File: src/rtl/vend_pkg.sv
// rtl/vend_pkg.sv - shared types, widths and coin decode for the vending sequencer
package vend_pkg;
  localparam int CREDIT_W = 8;

  typedef enum logic [1:0] {
    C25  = 2'd0,
    C50  = 2'd1,
    C100 = 2'd2,
    CBAD = 2'd3
  } coin_t;

  typedef enum logic [2:0] {
    S_IDLE     = 3'd0,
    S_CREDIT   = 3'd1,
    S_DISPENSE = 3'd2,
    S_RELEASE  = 3'd3,
    S_CHANGE   = 3'd4
  } state_t;

  function automatic logic [CREDIT_W-1:0] coin_value(input coin_t c);
    case (c)
      C25:     return 8'd25;
      C50:     return 8'd50;
      C100:    return 8'd100;
      default: return 8'd0;
    endcase
  endfunction
endpackage

File: src/rtl/coin_acceptor.sv
// rtl/coin_acceptor.sv - coin decode, ceiling check and credit register
module coin_acceptor
  import vend_pkg::*;
#(
  parameter int PRICE      = 150,
  parameter int MAX_CREDIT = 250
) (
  input  logic                i_clk,
  input  logic                i_rst,
  input  logic                i_coin_valid,
  input  logic [1:0]          i_coin_type,
  input  logic                i_coin_block,
  input  logic                i_sub_price,
  input  logic                i_clear,
  output logic [CREDIT_W-1:0] o_credit,
  output logic                o_coin_accept,
  output logic                o_reject
);
  coin_t               ctype;
  logic [CREDIT_W:0]   sum;
  logic [CREDIT_W-1:0] credit_d, credit_q;
  logic                reject_d, reject_q;

  assign ctype = coin_t'(i_coin_type);
  // One extra bit so an overflowing coin is caught before it wraps.
  assign sum   = {1'b0, credit_q} + {1'b0, coin_value(ctype)};
  assign o_coin_accept = i_coin_valid && !i_coin_block && (ctype != CBAD) &&
                         (sum <= (CREDIT_W+1)'(MAX_CREDIT));

  always_comb begin
    credit_d = credit_q;
    if (i_clear)            credit_d = '0;
    else if (i_sub_price)   credit_d = credit_q - CREDIT_W'(PRICE);
    else if (o_coin_accept) credit_d = sum[CREDIT_W-1:0];
    reject_d = i_coin_valid && !o_coin_accept;
  end

  always_ff @(posedge i_clk or posedge i_rst) begin
    if (i_rst) begin
      credit_q <= '0;
      reject_q <= 1'b0;
    end else begin
      credit_q <= credit_d;
      reject_q <= reject_d;
    end
  end

  assign o_credit = credit_q;
  assign o_reject = reject_q;
endmodule

File: src/rtl/vend_ctrl.sv
// rtl/vend_ctrl.sv - sale sequencer driving the dispense timer start/value handshake
module vend_ctrl
  import vend_pkg::*;
#(
  parameter int          PRICE          = 150,
  parameter int          MAX_CREDIT     = 250,
  parameter logic [31:0] DISPENSE_TICKS = 32'd50_000_000
) (
  input  logic        i_clk,
  input  logic        i_rst,
  input  logic        i_coin_valid,
  input  logic [1:0]  i_coin_type,
  input  logic        i_select_valid,
  input  logic [1:0]  i_select,
  input  logic        i_cancel,
  input  logic [3:0]  i_stock,
  input  logic        i_timer_done,
  output logic        o_timer_start,
  output logic [31:0] o_timer_value,
  output logic [3:0]  o_valve,
  output logic [7:0]  o_credit,
  output logic        o_coin_reject,
  output logic        o_sel_reject,
  output logic        o_change_valid,
  output logic [7:0]  o_change_cents,
  output logic        o_busy
);
  state_t              state_d, state_q;
  logic [1:0]          sel_d, sel_q;
  logic [3:0]          valve_d, valve_q;
  logic                start_d, start_q;
  logic                sel_rej_d, sel_rej_q;
  logic                chg_valid_d, chg_valid_q;
  logic [7:0]          chg_cents_d, chg_cents_q;
  logic                busy_d, busy_q;
  logic                idle_like, cancel_hit;
  logic                coin_block, coin_accept, sub_price, clear;
  logic [CREDIT_W-1:0] credit;

  assign idle_like  = (state_q == S_IDLE) || (state_q == S_CREDIT);
  assign cancel_hit = i_cancel && (credit != '0);
  // A coin arriving alongside an effective cancel or any selection loses priority.
  assign coin_block = !idle_like || cancel_hit || i_select_valid;

  coin_acceptor #(
    .PRICE      (PRICE),
    .MAX_CREDIT (MAX_CREDIT)
  ) u_coin (
    .i_clk         (i_clk),
    .i_rst         (i_rst),
    .i_coin_valid  (i_coin_valid),
    .i_coin_type   (i_coin_type),
    .i_coin_block  (coin_block),
    .i_sub_price   (sub_price),
    .i_clear       (clear),
    .o_credit      (credit),
    .o_coin_accept (coin_accept),
    .o_reject      (o_coin_reject)
  );

  always_comb begin
    state_d     = state_q;
    sel_d       = sel_q;
    valve_d     = valve_q;
    start_d     = start_q;
    sel_rej_d   = 1'b0;
    chg_valid_d = 1'b0;
    chg_cents_d = '0;
    sub_price   = 1'b0;
    clear       = 1'b0;
    case (state_q)
      S_IDLE, S_CREDIT: begin
        if (cancel_hit) begin
          chg_valid_d = 1'b1;
          chg_cents_d = credit;
          clear       = 1'b1;
          state_d     = S_IDLE;
        end else if (i_select_valid) begin
          if (credit >= CREDIT_W'(PRICE) && i_stock[i_select]) begin
            sel_d   = i_select;
            valve_d = 4'(4'b0001 << i_select);
            start_d = 1'b1;
            state_d = S_DISPENSE;
          end else begin
            sel_rej_d = 1'b1;
          end
        end else begin
          state_d = (coin_accept || credit != '0) ? S_CREDIT : S_IDLE;
        end
      end
      S_DISPENSE: begin
        valve_d = 4'(4'b0001 << sel_q);
        start_d = 1'b1;
        if (i_timer_done) begin
          valve_d   = '0;
          start_d   = 1'b0;
          sub_price = 1'b1;
          state_d   = S_RELEASE;
        end
      end
      S_RELEASE: begin
        // Start stays low until the timer is seen back in its wait state.
        if (!i_timer_done) begin
          if (credit != '0) begin
            chg_valid_d = 1'b1;
            chg_cents_d = credit;
            state_d     = S_CHANGE;
          end else begin
            state_d = S_IDLE;
          end
        end
      end
      S_CHANGE: begin
        clear   = 1'b1;
        state_d = S_IDLE;
      end
      default: state_d = S_IDLE;
    endcase
    busy_d = (state_d == S_DISPENSE) || (state_d == S_RELEASE) || (state_d == S_CHANGE);
  end

  always_ff @(posedge i_clk or posedge i_rst) begin
    if (i_rst) begin
      state_q     <= S_IDLE;
      sel_q       <= '0;
      valve_q     <= '0;
      start_q     <= 1'b0;
      sel_rej_q   <= 1'b0;
      chg_valid_q <= 1'b0;
      chg_cents_q <= '0;
      busy_q      <= 1'b0;
    end else begin
      state_q     <= state_d;
      sel_q       <= sel_d;
      valve_q     <= valve_d;
      start_q     <= start_d;
      sel_rej_q   <= sel_rej_d;
      chg_valid_q <= chg_valid_d;
      chg_cents_q <= chg_cents_d;
      busy_q      <= busy_d;
    end
  end

  assign o_timer_start  = start_q;
  assign o_timer_value  = DISPENSE_TICKS;
  assign o_valve        = valve_q;
  assign o_credit       = credit;
  assign o_sel_reject   = sel_rej_q;
  assign o_change_valid = chg_valid_q;
  assign o_change_cents = chg_cents_q;
  assign o_busy         = busy_q;
endmodule
File: config.mk
export PLATFORM = sky130hd
export DESIGN_NAME = vend_ctrl
export DESIGN_NICKNAME = d
export VERILOG_FILES = /design/src/rtl/vend_pkg.sv /design/src/rtl/coin_acceptor.sv /design/src/rtl/vend_ctrl.sv
export SDC_FILE = /design/constraint.sdc
export NUM_CORES = 1
export LEC_CHECK = 0
export CAP_MARGIN = 10
export CELL_PAD_IN_SITES_DETAIL_PLACEMENT = 1
export CELL_PAD_IN_SITES_GLOBAL_PLACEMENT = 2
export CORE_AREA = 5 5 122 66
export DETAILED_ROUTE_END_ITERATION = 10
export DIE_AREA = 0 0 127 71
export DONT_BUFFER_PORTS = 1
export PLACE_DENSITY_LB_ADDON = 0.1
export SLEW_MARGIN = 20
export SYNTH_ARGS = -nofsm -noshare
export SYNTH_HDL_FRONTEND = slang
export SYNTH_SLANG_ARGS = --single-unit
File: constraint.sdc
create_clock -name i_clk -period 2.3 [get_ports i_clk]
set_clock_uncertainty 0.15 [all_clocks]
set_input_delay 0.115 -clock i_clk [delete_from_list [all_inputs] [get_ports i_clk]]
set_output_delay 0.115 -clock i_clk [all_outputs]
set_load 0.02 [all_outputs]
==> out/results.tsv <==
stage	metric	value	unit
final_layout	multiInputGateArea	0.00151	mm2
floorplanning	die_h	71	um
final_layout	n_antenna_cell	0	
setup_path	worstSetupEndpointType	flop	
grt	busiest_layer	met1	
power	p_per_area	1180	mW/mm2
timing	finalHoldViolations	1	
placement	hpwlAfterDp	6070	um
placement	dpl_worst_slack	-475	ps
power	max-vdd-ir-drop	0.000448	V
route	drt_iter0_drc	107	
final_layout	fill_cells	810	
floorplanning	pin_count	71	
final_layout	ff_latch_area	754	um2
synth	ys_types	50	
route	via_count	1961	
floorplanning	start_util	31.7	%
grt	grtUsageMet1	28.9	%
timing	finalCritPeriodShare	115	%
floorplanning	coreArea	0.00699	mm2
timing	finalCriticalPeriod	2660	ps
synth	ys_ff_latch	30	
synth	yosys.area_share.adder	8.81	%
power	total_power	3.67	mW
clock_tree	worstSkewPairLatency	290	ps
synth	muxShareOfSynthArea	5.03	%
synth	yosysSeqAreaShare	33.9	%
clock_tree	htree_num_levels	2	
synth	synth.most_common_cell	buf_4	
synth	syn_avg_cell_area	9.08	um2
synth	synth-xor-area-share	1.58	%
synth	synth_common_cells	buf_4, dfrtp_1, a21oi_1	
clock_tree	clock_path_buffers	2	
power	comb_power_share	55.9	%
power	cellLeakagePower	1.45	nW
synth	async_flop_share	100	%
setup_path	worst-setup-path-type	reg2reg	
grt	grt_pass1_wl	11900	um
synth	syn_area	0.00221	mm2
grt	track_usage	17.3	%
synth	ys.flop_type	dfrtp_1	
setup_path	crit_required	2340	ps
power	p_int	2.09	mW
synth	synth_top_family_by_area	simple AND/OR/NAND/NOR gates	
synth	synth_compound_area_share	16.9	%
floorplanning	rows	22	
final_layout	drive_gt1_share	40.4	%
route	drt-total-wl	7680	um
setup_path	crit_fanout	8	
timing	final_max_slew_viol_count	0	
synth	synth_area_leaders	dfrtp_1, buf_4, ha_1	
floorplanning	fp.dieArea	0.00902	mm2
grt	grt_overflow	0	
setup_path	critical_path_arrival	2700	ps
route	detail-route-antenna-nets	0	
synth	synth_top_area_share	33.9	%
route	drt-wirelength-per-cell	18.7	um
route	drt_pass1_iterations	4	
clock_tree	clockRootBuffer	clkbuf_16	
status	outcome	finished, violations left	
timing	layout_setup_ws	-355	ps
final_layout	area_growth	40.2	%
placement	place.gp.congestion	0.802	
grt	met2_usage	19.7	%
power	seqPwrFrac	25.7	%
grt	grt_pass1_vias	2031	
timing	fmax	0.377	GHz
clock_tree	cts.clk_slew.worst_paths	60	ps
power	clkPwrFrac	18.4	%
synth	synth_edf_count	0	
timing	hold_ws	-2.09	ps
status	violations	negative hold slack, negative setup slack	
setup_path	cp-start-kind	flop	
synth	synth_simple_gate_area_share	19.9	%
clock_tree	cts_sinks	30	
route	drc	0	
floorplanning	fp.dieW	127	um
placement	place.port_buffers	0	
timing	rsz0062_at_grt	true	
synth	syn_inst	244	
run	cap_viol_max_count	0	
synth	synth.largest_area_cell	dfrtp_1	
grt	grt_start_max_net_pins	31	
timing	final-setup-viol-count	10	
power	switching_power	1.58	mW
clock_tree	cts_made_buffers	5	
final_layout	post-route-util	44.4	%
power	swShare	43.0	%
synth	ys_warn_count	0	
route	avgViaCountPerCell	4.78	
clock_tree	cts_tree	built	
final_layout	final_nets	342	
min_path	hold_class	in2reg	
grt	grtUsageMet3	5.88	%
grt	antenna_found_initial	0	
-- routing by layer --
layer	vias up	routed length, um
met5	-	0
met4	0	58
met3	7	747
met2	66	2720
met1	948	4160
li1	940	-
-- path summary, 6_finish.rpt --
path | start | endpoint | slack (ps) | depth (start not counted)
worst min-delay path | i_select[0] | o_valve[3] | -2 | 3
worst min register to register | state_q[2] | o_change_cents[7] | 420 | 2
min in group asynchronous | i_rst | o_change_cents[2] | 220 | 3
max in group asynchronous | i_rst | u_coin.o_credit[1] | 1460 | 3
worst max-delay path | u_coin.o_credit[0] | u_coin.o_credit[6] | -360 | 11
worst max register to register | u_coin.o_credit[0] | u_coin.o_credit[6] | -360 | 11
-- critical path, cell delays in order, from the launching register on --
cell	delay [ps]
dfrtp_2	450
ha_4	180
inv_2	50
fa_2	190
nand2b_4	160
a21oi_4	70
or2_4	240
a311o_4	400
a31oi_4	330
buf_6	150
nor3_2	30
nor3_1	140
-- placed cells by master (no fill, tap or decap), types with 3 or more instances in the layout --
master,n
a211oi_2,3
a21o_1,3
a21oi_1,13
a21oi_2,5
a21oi_4,3
and2_1,7
buf_4,61
clkbuf_16,5
conb_1,32
dfrtp_1,27
dfrtp_2,3
dlygate4sd3_1,5
ha_1,11
ha_4,3
inv_1,8
inv_2,3
mux2_2,7
nand2_1,8
nand2_2,3
nand2b_1,4
nand3_1,9
nand3b_1,3
nor2_1,17
nor2b_1,5
nor3_1,7
nor3_2,3
o21ai_0,9
-- power groups by stage --
stage / sequential (mW) / combinational, mW / clock (mW)
2_1_floorplan: 0.988 / 0.931 / 0
3_3_place_gp: 0.950 / 1.76 / 0
3_5_place_dp: 0.946 / 1.76 / 0
4_1_cts: 0.942 / 1.88 / 0.689
5_1_grt: 0.964 / 2.23 / 0.715
6_report: 0.943 / 2.05 / 0.676
-- what timing repair did --
action	4_1_cts	5_1_grt
hold buffers	5	0
pin swaps	7	10
gates resized for setup	12	25
buffers inserted	4	1
endpoints found under the hold margin	37	0
setup endpoints to repair	16	24
-- metrics by stage --
step | hold WS, ps | cell area [um2] | std cells | TNS (ps)
6_report | -2.09 | 3110 | 410 | -2800
5_1_grt | 10.4 | 3110 | 410 | -3820
4_1_cts | 1.42 | 2970 | 409 | -2460
3_5_place_dp | -28.4 | 2680 | 392 | -4170
3_3_place_gp | -30.7 | 2680 | 392 | -3960
2_1_floorplan | 55.6 | 2380 | 274 | -717
-- final cells by class --
cell class / instances / area share [%]
clock buffer: 7 / 4.59
clock inverter: 1 / 0.161
inverter: 11 / 1.33
multi-input combinational: 197 / 48.7
sequential: 30 / 24.3
tap: 96 / 3.87
timing repair buffer: 68 / 17.1
-- sequential cells by signal, summed over array words and instances, names as in the netlist --
| name | cells |
|---|---|
| o_sel_reject | 1 |
| o_valve | 4 |
| state_q | 3 |
| o_change_valid | 1 |
| sel_q | 2 |
| o_timer_start | 1 |
| o_busy | 1 |
| o_change_cents | 8 |
| u_coin.o_reject | 1 |
| u_coin.o_credit | 8 |
-- logic make-up (layout without fill, tap and decap cells) --
logic type	Yosys count	after routing
AOI/OAI and AO/OA	55	55
xor gates and xnor gates	4	4
adders and majority gates	15	15
buffers and inverters	47	87
DFF	30	30
muxes	9	9
other	2	32
and+or+nand+nor	82	82
Power figures use the tool's default switching activity.
